[src/rtl/fb_pkg.sv]
// Shared frame-buffer constants and writer state encoding.
// Imported by the pixel writer and its bit-merge helper.
package fb_pkg;

  localparam int FB_W          = 128;
  localparam int FB_H          = 128;
  localparam int BYTES_PER_ROW = FB_W / 8;
  localparam int FB_ADDR_W     = 11;
  localparam int FB_BYTES      = FB_W * FB_H / 8;

  typedef enum logic [2:0] {
    IDLE,
    RD,
    WAIT,
    WR,
    CLR
  } wr_state_e;

endpackage

[src/rtl/fb_bit_merge.sv]
// Replaces one bit of a frame-buffer byte.
// Either forces it to a value or inverts it.
module fb_bit_merge
  import fb_pkg::*;
(
  input  logic [7:0] byte_i,
  input  logic [2:0] idx_i,
  input  logic       val_i,
  input  logic       xor_i,
  output logic [7:0] byte_o
);

  // Copy the byte, then overwrite only the addressed pixel bit
  always_comb begin
    byte_o = byte_i;
    if (xor_i) byte_o[idx_i] = ~byte_i[idx_i];
    else       byte_o[idx_i] = val_i;
  end

endmodule

[src/rtl/fb_pixel_writer.sv]
// Frame-buffer write engine: pixel RMW and full-screen fill.
// FBW_XOR_EN adds pix_xor to invert the target bit.
module fb_pixel_writer
  import fb_pkg::*;
#(
  parameter int FB_W   = 128,
  parameter int FB_H   = 128,
  parameter int ADDR_W = 11
) (
  input  logic              clk,
  input  logic              rst_n,
  input  logic              pix_valid,
  output logic              pix_ready,
  input  logic [6:0]        pix_x,
  input  logic [6:0]        pix_y,
  input  logic              pix_on,
`ifdef FBW_XOR_EN
  input  logic              pix_xor,
`endif
  input  logic              clr_req,
  input  logic              clr_val,
  output logic              busy,
  output logic              clr_done,
  output logic [ADDR_W-1:0] ram_addr,
  input  logic [7:0]        ram_rd_data,
  output logic              ram_wr_en,
  output logic [7:0]        ram_wr_data
);

  localparam logic [ADDR_W-1:0] LAST =
    ADDR_W'(FB_W * FB_H / 8 - 1);

  wr_state_e         state_q, state_d;
  logic [ADDR_W-1:0] addr_q, addr_d;
  logic              wr_en_q, wr_en_d;
  logic [7:0]        wdat_q, wdat_d;
  logic              done_q, done_d;
  logic [2:0]        bit_q, bit_d;
  logic              on_q, on_d;
  logic              xor_q, xor_d;
  logic              xor_in;
  logic [7:0]        merged;

`ifdef FBW_XOR_EN
  assign xor_in = pix_xor;
`else
  assign xor_in = 1'b0;
`endif

  fb_bit_merge u_merge (
    .byte_i (ram_rd_data),
    .idx_i  (bit_q),
    .val_i  (on_q),
    .xor_i  (xor_q),
    .byte_o (merged)
  );

  // State and datapath registers; reset abandons any write
  always_ff @(posedge clk or negedge rst_n) begin
    if (!rst_n) begin
      state_q <= IDLE;
      addr_q  <= '0;
      wr_en_q <= 1'b0;
      wdat_q  <= '0;
      done_q  <= 1'b0;
      bit_q   <= '0;
      on_q    <= 1'b0;
      xor_q   <= 1'b0;
    end else begin
      state_q <= state_d;
      addr_q  <= addr_d;
      wr_en_q <= wr_en_d;
      wdat_q  <= wdat_d;
      done_q  <= done_d;
      bit_q   <= bit_d;
      on_q    <= on_d;
      xor_q   <= xor_d;
    end
  end

  // Next-state: pixel RMW sequence and linear fill sweep
  always_comb begin
    state_d = state_q;
    addr_d  = addr_q;
    wr_en_d = wr_en_q;
    wdat_d  = wdat_q;
    done_d  = 1'b0;
    bit_d   = bit_q;
    on_d    = on_q;
    xor_d   = xor_q;
    unique case (state_q)
      IDLE: begin
        if (clr_req) begin
          state_d = CLR;
          addr_d  = '0;
          wr_en_d = 1'b1;
          wdat_d  = {8{clr_val}};
        end else if (pix_valid) begin
          state_d = RD;
          addr_d  = ADDR_W'({pix_y, pix_x[6:3]});
          bit_d   = pix_x[2:0];
          on_d    = pix_on;
          xor_d   = xor_in;
        end
      end
      RD: state_d = WAIT;
      WAIT: begin
        state_d = WR;
        wdat_d  = merged;
        wr_en_d = 1'b1;
      end
      WR: begin
        state_d = IDLE;
        wr_en_d = 1'b0;
      end
      CLR: begin
        if (addr_q == LAST) begin
          state_d = IDLE;
          wr_en_d = 1'b0;
          done_d  = 1'b1;
        end else begin
          addr_d = addr_q + 1'b1;
        end
      end
      default: begin
        state_d = IDLE;
        wr_en_d = 1'b0;
      end
    endcase
  end

  assign pix_ready   = rst_n && (state_q == IDLE) && !clr_req;
  assign busy        = (state_q != IDLE);
  assign clr_done    = done_q;
  assign ram_addr    = addr_q;
  assign ram_wr_en   = wr_en_q;
  assign ram_wr_data = wdat_q;

endmodule

[config.mk]
export PLATFORM = sky130hd
export DESIGN_NAME = fb_pixel_writer
export DESIGN_NICKNAME = d
export VERILOG_FILES = /design/src/rtl/fb_pkg.sv /design/src/rtl/fb_bit_merge.sv /design/src/rtl/fb_pixel_writer.sv
export SDC_FILE = /design/constraint.sdc
export NUM_CORES = 1
export LEC_CHECK = 0
export ABC_AREA = 1
export CORE_MARGIN = 10
export CORE_UTILIZATION = 30
export DETAILED_ROUTE_END_ITERATION = 8
export GPL_ROUTABILITY_DRIVEN = 1
export GPL_TIMING_DRIVEN = 0
export PLACE_DENSITY = 0.66
export SLEW_MARGIN = 30
export SYNTH_ARGS = -nofsm -noshare
export SYNTH_HDL_FRONTEND = slang
export SYNTH_SLANG_ARGS = --single-unit
[constraint.sdc]
create_clock -name clk -period 3.67 [get_ports clk]
set_clock_uncertainty 0.15 [all_clocks]
set_input_delay 0.734 -clock clk [delete_from_list [all_inputs] [get_ports clk]]
set_output_delay 0.734 -clock clk [all_outputs]
set_load 0.02 [all_outputs]
==> metrics.sh <==
FIN_MAX_SLEW_VIOS=0
FINAL.SETUP.TNS_PS=0
YS.WARNINGS.COUNT=0
VDD_IR_DROP_MAX_uV=133.6
COUNT_OF_NETS_LEFT_WITH_ANTENNA_VIOLATIONS_AFTER_DETAIL_ROUTING=0
PIN_COUNT_OF_THE_BIGGEST_NET_ENTERING_GLOBAL_ROUTING=30
NUM-NETS-FINAL=322
DETAILEDROUTE.FIRSTPASSITERATIONCOUNT=6
RSZ_0062_RAISED_AFTER_GLOBAL_ROUTING='false'
CLOCK_ROOT_CELL='clkbuf_8'
YS_FF_LATCH=28
CRITICAL-PATH-MAX-STAGE-DELAY_PS=630
VIA_CELL_RATIO=4.429
CP_COMMON_CELL='clkdlybuf4s50_1'
DETAILROUTE.VIA_COUNT=1612
LARGEST_AREA_CONTRIBUTOR_IN_THE_NETLIST='dfrtp_1'
LAYOUT-AREA-OVERHEAD-VS-SYNTH_PCT=38.75
TRACK_USAGE_PCT=10.57
FINAL_WTD_CONGESTION=0.7963
TIMING_WORST_SETUP_PATH_TYPE='primary input to primary output'
CLKLATENCYLATEPIN_PS=280
POST-CTS-SETUP-BUFFERS=0
SYNTHDOMINANTCELLAREASHARE_PCT=41.33
TIMING.FINAL.HOLD_VIOLATIONS=0
CRIT_PATH_START_KIND='primary input'
R2R.WORST_PATH.CELLS=7
CORE_SQ_UM=5507
FINAL_UTIL_PCT=42.72
TIMING.SLEW.HEADROOM_PCT=56.73
N_ANTENNA_CELL=0
ROUTED_WIRE_LENGTH_PER_INSTANCE_UM=12.62
CTS.HOLD.BUFFERS_ADDED=0
DIE_HEIGHT_UM=95.18
SYNTH-ASYNC-RESET-RATIO_PCT=100.0
FP.DIEW_UM=95.18
FIRST_GLOBAL_VIAS=1589
ENDPOINT_KIND='primary output'
PLACE.DETAILED.HPWL_MM=3.607
SYNTHMOSTINSTANTIATEDCELL='nand2_1'
PATH_CLK_SLEW_PS=100
CTS-HTREE-LEVELS=1
SYNTH-MAIN-FF-CELL='dfrtp_1'
SYNTH.NET_COUNT=267
SYNTHDISTINCTLIBCELLS=24
MAX_CLOCK_FREQ_GHz=0.3182
FINAL_PERIOD_MINUS_WORST_SETUP_SLACK_PS=3143
STATUS='finished, final reports clean'
POWER_DENSITY_nW_PER_UM2=260.3
NUMPORTBUFFERS=50
INITIAL_ANTENNA_VIOLATION_COUNT=0
WORST_PATH_MAX_DELAY_CELL='clkdlybuf4s50_1'
SYN_AREA_PER_CELL_SQ_UM=7.123
POSTCTSRESIZEDCELLS=0
HOLD_CLASS='primary input to async pin'
POST-ROUTE-DRC-COUNT=0
CLOCK_TREE_FROM_TRITONCTS='built'
SYNTHTOPCELLSBYCOUNT='92 x nand2_1, 28 x dfrtp_1, 25 x inv_1'
START_UTIL_PCT=30.79
SYNTH-EDFF-COUNT=0
GRT_FIRST_PASS_WIRELENGTH_MM=7.741
SHARE_OF_POST_ROUTE_CELLS_WITH_DRIVE_STRENGTH_ABOVE_1_PCT=8.904
FLOORPLAN.IO_PINS=51
HOLDWS_PS=304.3
CP_DATA_ARRIVAL_TIME_PS=2260
SYNTH_AREA_LEADERS='dfrtp_1 41%, nand2_1 20%, nand3_1 6.5%'
MAXCAPVIOLATIONS=0
SEQUENTIAL_FRACTION_OF_THE_SYNTHESIS_AREA_PCT=41.33
GRT-OVFL-TOTAL=0
DETAIL_ROUTE.ITER0.VIOLATIONS=86
CTSLONGESTPATHBUFFERS=2
DIE_AREA_SQ_UM=9058
CP_MAX_FO=4
FLOORPLAN.ROWS=27
POWER_uW=612.2
SYNTHESIS.INSTANCES=238
FINALSETUPVIOLCOUNT=0
CTS.SINKS=28
DRT_WL_TOTAL_MM=4.594
CELL_CHAIN_CRITICAL_PATH='clkdlybuf4s50_1 > inv_1 > nand3_1 > nor2_1 > clkdlybuf4s50_1'
WORST_SLEW_PIN_SLEW_PS=649.1
POST-ROUTE-PERIOD-UTIL_PCT=85.63
WORSTPATHREQUIRED_PS=2790
POWER.STATIC_LEAKAGE_nW=1.150
SYNTH_AREA_SQ_UM=1695
NUMCTSBUFFERS=3
[flip-flops by register name (all words and copies together) (netlist names)]
| signal | count |
|---|---|
| ram_wr_data | 8 |
| on_q | 1 |
| clr_done | 1 |
| bit_q | 3 |
| state_q | 3 |
| ram_addr | 11 |
| ram_wr_en | 1 |
[worst max-delay path, delay by kind of cell]
| family | cells | cell delay [ps] |
|---|---|---|
| and+or+nand+nor | 2 | 250 |
| buffers and inverters | 3 | 1280 |
[cell usage in the layout (no fill, tap or decap), types with 4 or more instances in the layout]
| cell type | instances |
|---|---|
| a22oi_1 | 5 |
| a21oi_1 | 8 |
| buf_2 | 4 |
| inv_1 | 25 |
| nor2_4 | 5 |
| nand2_1 | 92 |
| o21ai_0 | 15 |
| dfrtp_1 | 28 |
| clkdlybuf4s50_1 | 49 |
| nand3_1 | 22 |
| nor2_1 | 14 |
[cells by family after synthesis]
| kind of cell | Yosys count | share of synthesized area (%) |
|---|---|---|
| DFF | 28 | 41.33 |
| adders and majority gates | 1 | 0.7379 |
| buffers and inverters | 31 | 7.528 |
| AOI/OAI and AO/OA | 31 | 11.00 |
| xor gates and xnor gates | 1 | 0.5167 |
| and+or+nand+nor | 146 | 38.89 |
[where the power goes]
part	switching [mW]	internal [mW]	leakage (nW)	total (mW)
clock network	0.105	0.146	0.0357	0.252
registers	0.00161	0.310	0.328	0.312
logic	0.0199	0.0291	0.786	0.0490
total	0.127	0.485	1.15	0.612
[layer usage]
layer	global-route usage (%)	wire length, um	up-vias
met5	0	0	-
li1	-	-	867
met1	13.27	2132	715
met3	2.121	248	5
met2	17.22	2136	25
met4	4.489	76	0
[final timing paths]
| kind | to | from | slack [ps] |
|---|---|---|---|
| max | pix_ready | clr_req | 530 |
| min reg2reg | ram_wr_en | ram_wr_en | 330 |
| min in group clk | ram_wr_en | ram_wr_en | 330 |
| max reg2reg | ram_addr[3] | ram_addr[0] | 1900 |
| min | on_q | rst_n | 300 |
| max in group asynchronous | ram_addr[8] | rst_n | 2630 |
[per-stage QoR]
step / instance area (sq um) / setup WS [ps] / std cells
after global placement: 2286 / -289.1 / 360
after detailed placement: 2281 / 518.4 / 360
final: 2352 / 527.2 / 364
after CTS: 2352 / 516.1 / 364
after global routing: 2352 / 433.1 / 364
after floorplan: 1695 / 1587 / 238
[final cells by class]
cell class	count	area (sq um)
Buffer	4	26.28
Clock buffer	3	41.29
Clock inverter	1	30.03
Fill cell	545	3154
Inverter	27	101.3
Multi-Input combinational cell	179	867.1
Sequential cell	28	700.7
Tap cell	72	90.09
Timing Repair Buffer	50	495.5
(Power assumes the default switching activity.)
